### config.mk
export PLATFORM = sky130hd
export DESIGN_NAME = nibble_demux_flat
export DESIGN_NICKNAME = d
export VERILOG_FILES = /design/src/rtl/nibble_demux_pkg.sv /design/src/rtl/nibble_demux_if.sv /design/src/rtl/nibble_demux_slot.sv /design/src/rtl/nibble_demux.sv /design/src/flat_wrapper.sv
export SDC_FILE = /design/constraint.sdc
export NUM_CORES = 1
export LEC_CHECK = 0
export BUFFER_PORTS_ARGS = -buffer_cell sky130_fd_sc_hd__buf_4
export CAP_MARGIN = 20
export CORE_MARGIN = 5
export CORE_UTILIZATION = 25
export DETAILED_ROUTE_END_ITERATION = 12
export GPL_TIMING_DRIVEN = 0
export SLEW_MARGIN = 20
export SYNTH_ARGS = -nofsm -noshare
export SYNTH_HDL_FRONTEND = slang
export SYNTH_HIERARCHICAL = 1
export SYNTH_SLANG_ARGS = --single-unit
### constraint.sdc
create_clock -name clk -period 3.4 [get_ports clk]
set_input_delay 0.68 -clock clk [delete_from_list [all_inputs] [get_ports clk]]
set_output_delay 0.68 -clock clk [all_outputs]
set_load 0.02 [all_outputs]
### src/rtl/nibble_demux_pkg.sv
// Shared types and defaults for the 1-to-2 nibble stream demultiplexer.
package demux_pkg;

  localparam int unsigned WIDTH_DEFAULT = 4;

  typedef enum logic {SEL_A = 1'b0, SEL_B = 1'b1} sel_t;

  typedef enum logic {EMPTY, FULL} slot_state_t;

endpackage

### src/rtl/nibble_demux_if.sv
// Producer-side and consumer-side stream signals of the nibble demux.
interface nibble_demux_if #(
   parameter int unsigned WIDTH = 4,
   parameter int unsigned CNT_W = 8
);
   logic [WIDTH-1:0] in_data;
   logic             in_sel;
   logic             in_valid;
   logic             in_ready;
   logic [WIDTH-1:0] a_data;
   logic             a_valid;
   logic             a_ready;
   logic [CNT_W-1:0] a_count;
   logic [WIDTH-1:0] b_data;
   logic             b_valid;
   logic             b_ready;
   logic [CNT_W-1:0] b_count;

   modport slave (
      input  in_data, in_sel, in_valid, a_ready, b_ready,
      output in_ready, a_data, a_valid, a_count, b_data, b_valid, b_count
   );

   modport master (
      output in_data, in_sel, in_valid, a_ready, b_ready,
      input  in_ready, a_data, a_valid, a_count, b_data, b_valid, b_count
   );
endinterface

### src/rtl/nibble_demux_slot.sv
// One-entry output slot with valid/ready handshake and a wrapping drain counter.
module demux_slot
   import demux_pkg::*;
#(
   parameter int unsigned WIDTH = WIDTH_DEFAULT,
   parameter int unsigned CNT_W = 8
) (
   input  logic             clk,
   input  logic             reset,
   input  logic             i_load,
   input  logic [WIDTH-1:0] i_data,
   input  logic             i_ready,
   output logic [WIDTH-1:0] o_data,
   output logic             o_valid,
   output logic [CNT_W-1:0] o_count,
   output logic             o_can_accept
);

   slot_state_t      r_state;
   logic [WIDTH-1:0] r_data;
   logic [CNT_W-1:0] r_count;
   logic             w_drain;

   assign o_valid      = (r_state == FULL);
   assign o_data       = r_data;
   assign o_count      = r_count;
   assign w_drain      = o_valid & i_ready;
   assign o_can_accept = ~o_valid | i_ready;

   // A load while FULL only happens alongside a drain, so the slot stays FULL.
   always_ff @(posedge clk or posedge reset) begin
      if (reset) begin
         r_state <= EMPTY;
         r_data  <= '0;
         r_count <= '0;
      end else begin
         if (i_load) begin
            r_state <= FULL;
            r_data  <= i_data;
         end else if (w_drain) begin
            r_state <= EMPTY;
         end
         if (w_drain) begin
            r_count <= r_count + CNT_W'(1);
         end
      end
   end

endmodule

### src/rtl/nibble_demux.sv
// Registered 1-to-2 stream demux: steers tagged input words into slot a or b.
module nibble_demux
   import demux_pkg::*;
#(
   parameter int unsigned WIDTH = WIDTH_DEFAULT,
   parameter int unsigned CNT_W = 8
) (
   input logic           clk,
   input logic           reset,
   nibble_demux_if.slave bus
);

   logic w_sel_b;
   logic w_a_can_accept;
   logic w_b_can_accept;
   logic w_fire;
   logic w_load_a;
   logic w_load_b;

   assign w_sel_b      = (sel_t'(bus.in_sel) == SEL_B);
   // Only the selected slot gates the input; the other never blocks.
   assign bus.in_ready = w_sel_b ? w_b_can_accept : w_a_can_accept;
   assign w_fire       = bus.in_valid & bus.in_ready;
   assign w_load_a     = w_fire & ~w_sel_b;
   assign w_load_b     = w_fire & w_sel_b;

   demux_slot #(
      .WIDTH (WIDTH),
      .CNT_W (CNT_W)
   ) u_slot_a (
      .clk          (clk),
      .reset        (reset),
      .i_load       (w_load_a),
      .i_data       (bus.in_data),
      .i_ready      (bus.a_ready),
      .o_data       (bus.a_data),
      .o_valid      (bus.a_valid),
      .o_count      (bus.a_count),
      .o_can_accept (w_a_can_accept)
   );

   demux_slot #(
      .WIDTH (WIDTH),
      .CNT_W (CNT_W)
   ) u_slot_b (
      .clk          (clk),
      .reset        (reset),
      .i_load       (w_load_b),
      .i_data       (bus.in_data),
      .i_ready      (bus.b_ready),
      .o_data       (bus.b_data),
      .o_valid      (bus.b_valid),
      .o_count      (bus.b_count),
      .o_can_accept (w_b_can_accept)
   );

endmodule

### src/flat_wrapper.sv
// flat-port wrapper written by rule: the top's interface ports become plain ports
module nibble_demux_flat import demux_pkg::*;
#(
   parameter int unsigned WIDTH = WIDTH_DEFAULT,
   parameter int unsigned CNT_W = 8
)
  (clk, reset, bus_in_data, bus_in_sel, bus_in_valid, bus_a_ready, bus_b_ready, bus_in_ready, bus_a_data, bus_a_valid, bus_a_count, bus_b_data, bus_b_valid, bus_b_count);
  nibble_demux_if #(.WIDTH(WIDTH), .CNT_W(CNT_W)) bus_i ();
  input logic clk;
  input logic reset;
  input wire logic [$bits(bus_i.in_data)-1:0] bus_in_data;
  input wire logic [$bits(bus_i.in_sel)-1:0] bus_in_sel;
  input wire logic [$bits(bus_i.in_valid)-1:0] bus_in_valid;
  input wire logic [$bits(bus_i.a_ready)-1:0] bus_a_ready;
  input wire logic [$bits(bus_i.b_ready)-1:0] bus_b_ready;
  output wire logic [$bits(bus_i.in_ready)-1:0] bus_in_ready;
  output wire logic [$bits(bus_i.a_data)-1:0] bus_a_data;
  output wire logic [$bits(bus_i.a_valid)-1:0] bus_a_valid;
  output wire logic [$bits(bus_i.a_count)-1:0] bus_a_count;
  output wire logic [$bits(bus_i.b_data)-1:0] bus_b_data;
  output wire logic [$bits(bus_i.b_valid)-1:0] bus_b_valid;
  output wire logic [$bits(bus_i.b_count)-1:0] bus_b_count;
  assign bus_i.in_data = bus_in_data;
  assign bus_i.in_sel = bus_in_sel;
  assign bus_i.in_valid = bus_in_valid;
  assign bus_i.a_ready = bus_a_ready;
  assign bus_i.b_ready = bus_b_ready;
  assign bus_in_ready = bus_i.in_ready;
  assign bus_a_data = bus_i.a_data;
  assign bus_a_valid = bus_i.a_valid;
  assign bus_a_count = bus_i.a_count;
  assign bus_b_data = bus_i.b_data;
  assign bus_b_valid = bus_i.b_valid;
  assign bus_b_count = bus_i.b_count;
  nibble_demux #(.WIDTH(WIDTH), .CNT_W(CNT_W)) u_core (.clk(clk), .reset(reset), .bus(bus_i));
endmodule
After elaboration in Yosys (flattened, before gate mapping)
Index checks and enable logic that the tools add are counted.
{ "classes": {"n_addsub": 2, "muxes": 5, "bitwise_logic": 10, "reduce_logical": 2} }
{ "ops": {"columns": ["operator", "count"], "rows": [
  ["8-bit by 1-bit adder with 8-bit output (second input constant)", 2],
  ["1-bit bitwise AND", 5],
  ["1-bit two-way mux", 5],
  ["2-bit nonzero test", 2],
  ["1-bit NOT", 3],
  ["1-bit OR", 2]
]} }
{ "totals": {"register_bits": 26, "inputBits": 10, "out_inout_bits": 27, "elab_cells": 25} }

Depth between registers and ports, before layout
Gate-level depths: netlist of run 1.
{ "logic_depth": {"depth_word": 6, "mapped_depth": 4, "ltp_nobuf": 4} }

By module
Netlist of run 1, hierarchy kept.
{ "modules_own_cells": {"columns": ["module", "instances", "cells_per_inst", "area_each_um2", "seq_area_each_um2"], "rows": [
  ["demux_slot", 2, 41, 555.5, 325.3],
  ["nibble_demux", 1, 3, 32.5, 0.0]
]} }

Worst setup path after synthesis of run 1
OpenSTA, ideal clock, no wires.
{ "synth_path": {"path_kind": "in2out", "start": "input port bus_a_ready", "end": "output port bus_in_ready", "t_arrival_ns": 1.273, "t_required_ns": 2.720, "setup_slack_ns": 1.447, "path_stages": 2, "path_buffers": 0, "cell_sequence": "or2b_2 -> mux2_4"} }
{ "synth_between": {"elab_chain_len": 2} }
{ "synth_lines": {"columns": ["item", "line", "rtl"], "rows": [
  ["from (decl)", "flat_wrapper.sv:14", "input wire logic [$bits(bus_i.a_ready)-1:0] bus_a_ready;"],
  ["1-bit OR", "nibble_demux_slot.sv:28", "assign o_can_accept = ~o_valid | i_ready;"],
  ["1-bit two-way mux", "nibble_demux.sv:22", "assign bus.in_ready = w_sel_b ? w_b_can_accept : w_a_can_accept;"],
  ["to (decl)", "flat_wrapper.sv:16", "output wire logic [$bits(bus_i.in_ready)-1:0] bus_in_ready;"]
]} }
No other way between the ends.

Final worst setup path of run 1
{ "layout_path": {"start": "input port bus_a_ready", "end": "output port bus_in_ready"} }
{ "layout_between": {"elab_chain_len": 2} }
{ "layout_lines": {"columns": ["item", "line", "rtl"], "rows": [
  ["1-bit OR", "nibble_demux_slot.sv:28", null],
  ["net u_core.w_a_can_accept", "nibble_demux.sv:14", "logic w_a_can_accept;"],
  ["1-bit two-way mux", "nibble_demux.sv:22", null]
]} }
The timed path passes the listed nets, and every way through them passes these cells.

==> flow_summary.yaml, run 1 <==
status:
  status: "completed"
clock_tree:
  cts_setup_buffers: 0
  cts_root_buffer: "clkbuf_8"
  hold_buffers: 0
  cts_resized: 0
  clk_pin_slew_ns: 0.10
  cts_buffer_depth: 2
  cts_tree: "done"
  clock_latency_ns: 0.27
  cts-buffers-inserted: 3
  htree_num_levels: 1
  cts.sinks: 26
synthesis:
  yosysWarnings: 6
  synthArstFlopShare_pct: 100
  synthCells: 85
  synth.distinct_cells: 19
  ys_ff_latch: 26
  synth_nets: 97
  avgSynthCellArea_sq_um: 13.5
  synth_edf_count: 0
  syn_area_sq_um: 1140
  yosysSeqAreaShare_pct: 56.9
  synthFlopType: "dfrtp_1"
critical_path:
  end_kind: "primary output"
  cpMostUsedCell: "buf_4"
  cp_data_required_time_ns: 2.72
  startpoint_type: "input pin"
  path_class: "in -> out"
  crit_chain: "buf_4 -> or2b_2 -> mux2_4 -> buf_4"
  cp_data_arrival_time_ns: 1.57
  path_max_fanout: 3
  slowest_delay_ns: 0.33
  cp_slowest_cell: "or2b_2"
floorplan:
  core_sq_um: 4380
  die-area_sq_um: 6030
  initial_core_util_pct: 26.1
  num_io_pins: 37
  die_height_um: 77.6
  dieWidth_um: 77.6
  placementRows: 24
timing:
  fin_crit_ns: 2.25
  worst_pin_slew_ns: 0.490
  fmax_ghz: 0.445
  finalSetupViolCount: 0
  final_max_slew_viol_count: 0
  relSlewSlack_pct: 67.3
  rsz0062_at_grt: "no"
  fin_tns_setup_ns: 0
  skew_ns: 0.00954
  hold_viol: 0
  period_share_pct: 66.1
power_and_ir_drop:
  max-vdd-ir-drop_uv: 343
  p_leak_nw: 0.761
  power_density_nw_per_um2: 706
route:
  vias: 754
  dr.first_iter.drc_count: 8
  wirelength_um: 2360
  drt_pass1_iterations: 4
  wl_per_cell_um: 13.3
  route.detailed.drc: 0
  antenna_left: 0
  viasPerCell: 4.26
placed_design:
  dp.cells: 173
  io_buffer_count: 36
  hpwl_um: 1880
  gp_congestion: 0.699
layout:
  final_common_cell: "buf_4"
  n_antenna_cell: 0
  areaGrowthSynthToFinish_pct: 35.6
  layout_common_cells: "36 x buf_4, 26 x dfrtp_1, 8 x xnor2_1, 8 x mux2_2"
  fin_nets: 138
  drive_gt1_share_pct: 48.8
  finalNonFillerCells: 177
grt:
  grt_pass1_vias: 833
  grt_start_max_net_pins: 16
  grt.total_usage_pct: 7.90
  antenna_found_initial: 0
  grt-ovfl-total: 0
  grt_pass1_wl_um: 4050
hold_path:
  hold_class: "in -> async"
flow_run:
  drv_cap: 0
-- report_power, final --
part,internal (mW),total (mW),switching (mW)
combinational,0.186,0.375,0.189
clock,0.157,0.254,0.0964
sequential,0.383,0.466,0.0829
total,0.727,1.09,0.368
-- layer usage --
layer	vias to the layer above	wire length [um]	GRT usage, %
met5	-	0	0
met4	0	4	1.55
met3	2	138	2.31
met2	23	1130	12.6
met1	367	1090	10.7
li1	362	-	-
-- metrics by stage --
stage,hold slack [ns],area (sq um),power (mW),worst slack [ns],util (%)
finish,0.430,1550,1.09,1.15,35.4
global route,0.488,1550,1.16,1.14,35.4
CTS,0.449,1550,1.11,1.16,35.4
detailed placement,0.472,1480,0.852,1.17,33.7
global placement,0.468,1480,0.843,1.16,33.7
floorplan,0.557,1140,0.678,1.45,-
-- Yosys cell counts, drive strengths merged, types with 2 or more instances --
cell / number / area [sq um]
nor2: 2 / 7.51
nor3: 2 / 20.0
inv: 2 / 7.51
mux2: 11 / 135
nand2b: 2 / 12.5
xor2: 6 / 52.6
buf: 2 / 22.5
and2: 2 / 12.5
nand4: 4 / 25.0
xnor2: 8 / 70.1
or2b: 2 / 17.5
nand3: 2 / 20.0
nand2: 6 / 22.5
ha: 2 / 25.0
dfrtp: 26 / 651
and3: 5 / 32.5
-- cell type report --
type | instances | area (sq um)
Buffer | 2 | 22.5
Clock buffer | 3 | 41.3
Clock inverter | 1 | 30.0
Fill cell | 432 | 2830
Inverter | 2 | 7.51
Multi-Input combinational cell | 55 | 463
Sequential cell | 26 | 651
Tap cell | 52 | 65.1
Timing Repair Buffer | 36 | 270
-- state kept, by name, indices dropped and copies added, names as in the netlist --
register                 cells
u_core/u_slot_a/o_valid      1
u_core/u_slot_b/o_count      8
u_core/u_slot_a/o_count      8
u_core/u_slot_a/o_data       4
u_core/u_slot_b/o_valid      1
u_core/u_slot_b/o_data       4
-- kinds of logic after synthesis --
| kind of cell | share of synthesized area [%] |
|---|---|
| adders and majority gates | 2.19 |
| buffers and inverters | 2.63 |
| xor gates and xnor gates | 10.7 |
| DFF | 56.9 |
| muxes | 11.8 |
| and+or+nand+nor | 15.8 |
-- worst max-delay path, delay by kind of cell --
family        cells  cell delay [ns]
mux               1             0.28
buf+inv           2             0.28
simple gates      1             0.33
-- worst paths after layout --
path                                             from                    endpoint  slack [ns]  cells past startpoint
max                                       bus_a_ready                bus_in_ready        1.15                      4
min reg2reg                u_core/u_slot_a/o_count[7]  u_core/u_slot_a/o_count[7]        0.48                      1
max in group asynchronous                       reset     u_core/u_slot_a/o_valid        2.63                      2
max reg2reg                   u_core/u_slot_a/o_valid   u_core/u_slot_a/o_data[2]        1.99                      3
min in group clk           u_core/u_slot_a/o_count[7]  u_core/u_slot_a/o_count[7]        0.48                      1
min                                             reset  u_core/u_slot_b/o_count[7]        0.43                      2
Power figures use the tool's default switching activity.
==> run 2: changes to the inputs <==
--- a/config.mk
+++ b/config.mk
@@ -5,6 +5,7 @@
 export SDC_FILE = /design/constraint.sdc
 export NUM_CORES = 1
 export LEC_CHECK = 0
+export ABC_AREA = 1
 export BUFFER_PORTS_ARGS = -buffer_cell sky130_fd_sc_hd__buf_4
 export CAP_MARGIN = 20
 export CORE_MARGIN = 5
==> constraint.sdc (replaced) <==
create_clock -name clk -period 1.8 [get_ports clk]
set_input_delay 0.36 -clock clk [delete_from_list [all_inputs] [get_ports clk]]
set_output_delay 0.36 -clock clk [all_outputs]
set_load 0.02 [all_outputs]
==> flow_summary.yaml, run 2 <==
synthesis:
  synth.distinct_cells: 13
  ys_ff_latch: 26
  yosysTopAreaCell: "dfrtp_1"
  synthFlopType: "dfrtp_1"
  yosysSeqAreaShare_pct: 53.2
  syn_area_sq_um: 1220
  yosys-top-cells-count: "60 x nand2_1, 26 x dfrtp_1, 24 x inv_1"
  synthCells: 141
  synth.most_common_cell: "nand2_1"
  avgSynthCellArea_sq_um: 8.67
  synth_edf_count: 0
  synthTopCellsByArea: "dfrtp_1 53%, nand2_1 18%, inv_1 7.4%"
  synth_top_area_share_pct: 53.2
  yosysWarnings: 6
  synthArstFlopShare_pct: 100
  synth_nets: 153
status:
  status: "completed"
timing:
  fin_tns_setup_ns: 0
  period_share_pct: 83.4
  rsz0062_at_grt: "no"
  final_max_slew_viol_count: 0
  hold_viol: 0
  fmax_ghz: 0.666
  skew_ns: 0.00651
  relSlewSlack_pct: 65.9
  finalSetupViolCount: 0
  fin_crit_ns: 1.50
  worst_pin_slew_ns: 0.511
  setup_slack_ns: 0.299
hold_path:
  hold_class: "in -> async"
floorplan:
  num_io_pins: 37
  core_sq_um: 4720
  dieWidth_um: 79.9
  die-area_sq_um: 6390
  placementRows: 25
  initial_core_util_pct: 25.9
  die_height_um: 79.9
clock_tree:
  cts_root_buffer: "clkbuf_8"
  cts_resized: 0
  cts_buffer_depth: 2
  clk_pin_slew_ns: 0.09
  hold_buffers: 0
  cts-buffers-inserted: 3
  htree_num_levels: 1
  cts_setup_buffers: 0
  clock_latency_ns: 0.26
  cts_tree: "done"
  cts.sinks: 26
placed_design:
  gp_congestion: 0.681
  io_buffer_count: 36
  dp_slack_ns: 0.502
  hpwl_um: 1910
critical_path:
  slowest_delay_ns: 0.45
  cpMostUsedCell: "nand2_1"
  crit_chain: "nand2_1 -> nand2_2 -> nand2_1 -> buf_4"
  path_max_fanout: 5
  startpoint_type: "register"
  cp_data_arrival_time_ns: 1.14
  cp_slowest_cell: "dfrtp_1"
  end_kind: "primary output"
  path_class: "reg -> out"
  cp_data_required_time_ns: 1.44
layout:
  drive_gt1_share_pct: 28.3
  areaGrowthSynthToFinish_pct: 32.3
  final_common_cell: "nand2_1"
  layout_common_cells: "60 x nand2_1, 36 x buf_4, 26 x dfrtp_1"
  fill_cells: 505
  fin_nets: 194
  n_antenna_cell: 0
power_and_ir_drop:
  swShare_pct: 37.5
  p_total_mw: 1.91
  p_int_mw: 1.19
  combPwrFrac_pct: 37.2
  power_frac_seq_pct: 46.1
  p_clk_share_pct: 16.7
  power_density_nw_per_um2: 1180
  p_leak_nw: 0.874
  max-vdd-ir-drop_uv: 491
  p_switching_mw: 0.714
route:
  drt_pass1_iterations: 4
  viasPerCell: 3.81
  antenna_left: 0
  wirelength_um: 2350
  vias: 940
  wl_per_cell_um: 9.51
  dr.first_iter.drc_count: 43
  route.detailed.drc: 0
grt:
  antenna_found_initial: 0
  grt_pass1_wl_um: 4200
  grt.total_usage_pct: 8.08
  grt_start_max_net_pins: 14
  grt-ovfl-total: 0
  grt_pass1_vias: 996
flow_run:
  drv_cap: 0
==> run 2: cell types whose count changed after synthesis, moves of 4 or more <==
cell | before | now
nand4_1 | 4 | 0
mux2_2 | 8 | 2
nor2_4 | 0 | 4
nand2_1 | 6 | 60
inv_1 | 2 | 24
xnor2_1 | 8 | 4
and3_1 | 4 | 0
nand3_1 | 0 | 6
==> run 2: path summary, 6_finish.rpt <==
path	from	to	slack, ns	cells after the start
max	u_core/u_slot_a/o_valid	bus_in_ready	0.30	4
min	reset	u_core/u_slot_b/o_valid	0.12	2
max reg2reg	u_core/u_slot_b/o_valid	u_core/u_slot_b/o_data[2]	0.55	6
min reg2reg	u_core/u_slot_a/o_data[0]	u_core/u_slot_a/o_data[0]	0.48	2
max in group asynchronous	reset	u_core/u_slot_a/o_count[7]	1.32	2
min in group clk	bus_in_data[0]	u_core/u_slot_b/o_data[0]	0.30	3
==> run 2: through the flow <==
step / cell area, sq um / utilization (%) / instances / hold slack [ns]
after detailed placement: 1580 / 33.4 / 244 / 0.442
after global routing: 1620 / 34.3 / 247 / 0.177
after floorplan: 1220 / - / 141 / 0.237
final: 1620 / 34.3 / 247 / 0.122
after global placement: 1580 / 33.4 / 244 / 0.443
after CTS: 1620 / 34.3 / 247 / 0.144
==> run 2: power groups by stage <==
stage | clock, mW | sequential [mW] | combinational, mW
floorplan | 0 | 1.04 | 0.260
global placement | 0 | 0.892 | 0.715
detailed placement | 0 | 0.894 | 0.726
CTS | 0.338 | 0.884 | 0.726
global route | 0.359 | 0.915 | 0.780
finish | 0.319 | 0.878 | 0.709
==> run 2: cell families (layout without fill, tap and decap cells) <==
logic type	after synthesis	count (layout)	synth area share, %
xor+xnor	8	8	5.73
fa+ha+maj	2	2	2.05
buf+inv	24	63	7.37
flops	26	26	53.2
mux	2	2	1.84
simple gates	79	79	29.8
==> run 2: routing by layer <==
metal / global-route usage [%] / up-vias / share of wire, %
met2: 14.0 / 21 / 48
met1: 9.34 / 419 / 44
met4: 1.52 / 0 / 0.47
li1: - / 498 / -
met5: 0 / - / 0
met3: 3.39 / 2 / 6.9
==> run 2: critical path: cells and delay by family, from the launching register on <==
family / cells / cell delay, ns
buf+inv: 1 / 0.15
flops: 1 / 0.45
simple gates: 3 / 0.28
==> run 2: final cells by class <==
| cell class | count | area, sq um | share of cell area, % |
|---|---|---|---|
| multi-input cells | 91 | 482 | 29.8 |
| flip-flops and latches | 26 | 651 | 40.2 |
| repair buffers | 36 | 270 | 16.7 |
| well taps | 67 | 83.8 | 5.18 |
| inverters | 24 | 90.1 | 5.57 |
| clock buffers | 3 | 41.3 | 2.55 |
==> run 3: changes to the inputs <==
==> constraint.sdc (replaced) <==
create_clock -name clk -period 1.48 [get_ports clk]
set_input_delay 0.296 -clock clk [delete_from_list [all_inputs] [get_ports clk]]
set_output_delay 0.296 -clock clk [all_outputs]
set_load 0.02 [all_outputs]
==> flow_summary.yaml, run 3 (synthesis results as in run 2) <==
critical_path:
  crit_buf_inv: 1
  startpoint_type: "register"
  cp_data_required_time_ns: 1.18
  end_kind: "primary output"
  cp_slowest_cell: "dfrtp_2"
  slowest_delay_ns: 0.45
  path_delay_family: "flip-flops"
  cpMostUsedCell: "nand2_1"
  path_class: "reg -> out"
  crit_chain: "nand2_1 -> nand2_2 -> nand2_1 -> buf_4"
  cp_data_arrival_time_ns: 1.10
  path_max_fanout: 5
timing:
  rsz0062_at_grt: "no"
  final_max_slew_viol_count: 0
  hold_viol: 0
  worst_pin_slew_ns: 0.518
  skew_ns: 0.00616
  fmax_ghz: 0.717
  relSlewSlack_pct: 65.4
  fin_tns_setup_ns: 0
  finalSetupViolCount: 0
  setup_slack_ns: 0.0858
  fin_crit_ns: 1.39
  period_share_pct: 94.2
grt:
  grt-ovfl-total: 0
  grt_start_max_net_pins: 14
  antenna_found_initial: 0
  grt_pass1_wl_um: 4200
  grt_pass1_vias: 996
  grt.total_usage_pct: 8.08
clock_tree:
  htree_num_levels: 1
  clock_latency_ns: 0.26
  hold_buffers: 0
  cts_buffer_depth: 2
  cts-buffers-inserted: 3
  clk_pin_slew_ns: 0.09
  cts.sinks: 26
  cts_root_buffer: "clkbuf_8"
  cts_tree: "done"
floorplan:
  num_io_pins: 37
  die_height_um: 79.9
  dieWidth_um: 79.9
  placementRows: 25
  die-area_sq_um: 6390
  initial_core_util_pct: 25.9
  core_sq_um: 4720
layout:
  final_common_cell: "nand2_1"
  drive_gt1_share_pct: 29.4
  fill_cells: 503
  fin_nets: 194
  finalNonFillerCells: 247
  areaGrowthSynthToFinish_pct: 32.5
  final_area_sq_um: 1620
  n_antenna_cell: 0
  layout_common_cells: "60 x nand2_1, 36 x buf_4, 24 x inv_1, 24 x dfrtp_1, 6 x nand3_1"
placed_design:
  io_buffer_count: 36
  hpwl_um: 1910
  place_area_sq_um: 1580
  gp_congestion: 0.681
  dp_slack_ns: 0.213
  dp.cells: 244
route:
  antenna_left: 0
  wl_per_cell_um: 9.51
  drt_pass1_iterations: 4
  wirelength_um: 2350
  vias: 939
  dr.first_iter.drc_count: 43
  route.detailed.drc: 0
  viasPerCell: 3.80
hold_path:
  hold_class: "in -> async"
power_and_ir_drop:
  p_total_mw: 2.32
  max-vdd-ir-drop_uv: 595
  power_density_nw_per_um2: 1430
  p_leak_nw: 0.872
flow_run:
  drv_cap: 0
status:
  status: "completed"
==> run 3: stage by stage <==
step	hold slack, ns	utilization [%]
3_3_place_gp	0.379	33.4
6_report	0.0592	34.3
2_1_floorplan	0.173	-
3_5_place_dp	0.378	33.4
4_1_cts	0.0802	34.3
5_1_grt	0.113	34.3
==> run 3: per-layer routing <==
metal | vias up | part of all wire (%) | global-route usage [%]
met5 | - | 0 | 0
met4 | 0 | 0.47 | 1.52
met3 | 2 | 6.9 | 3.39
met2 | 21 | 48 | 14.0
met1 | 418 | 45 | 9.34
li1 | 498 | - | -
==> run 3: cell type report <==
class	instances	area, sq um	area share (%)
flip-flops and latches	26	653	40.3
multi-input cells	91	482	29.7
repair buffers	36	270	16.7
inverters	24	90.1	5.56
well taps	67	83.8	5.17
clock buffers	3	41.3	2.55
==> run 3: final timing paths <==
path                                           start                    endpoint  slack, ns  depth (start not counted)
max reg2reg                  u_core/u_slot_b/o_valid   u_core/u_slot_b/o_data[2]       0.24                          6
min reg2reg                u_core/u_slot_a/o_data[0]   u_core/u_slot_a/o_data[0]       0.48                          2
max in group asynchronous                      reset     u_core/u_slot_a/o_valid       1.04                          2
min in group clk                      bus_in_data[0]   u_core/u_slot_b/o_data[0]       0.23                          3
min                                            reset  u_core/u_slot_b/o_count[0]       0.06                          2
max                          u_core/u_slot_a/o_valid                bus_in_ready       0.09                          4
==> run 3: repair_timing <==
action                                  CTS  global route
buffers inserted                          0             0
hold endpoints to repair                  0             0
resized for setup                         0             2
endpoints found under the setup margin    0             1
==> run 3: where the power goes <==
| part | switching, mW | total, mW | leakage, nW | internal, mW |
|---|---|---|---|---|
| clock network | 0.204 | 0.386 | 0.0216 | 0.182 |
| logic | 0.475 | 0.862 | 0.553 | 0.387 |
| registers | 0.187 | 1.07 | 0.297 | 0.882 |
| total | 0.867 | 2.32 | 0.872 | 1.45 |
==> run 3: worst register-to-register path: stages, from the launching register on <==
cell	delay (ns)
dfrtp_2	0.45
nand2_1	0.11
nand2_1	0.07
nor2_1	0.23
inv_1	0.15
nand2_1	0.08
nand2_1	0.04
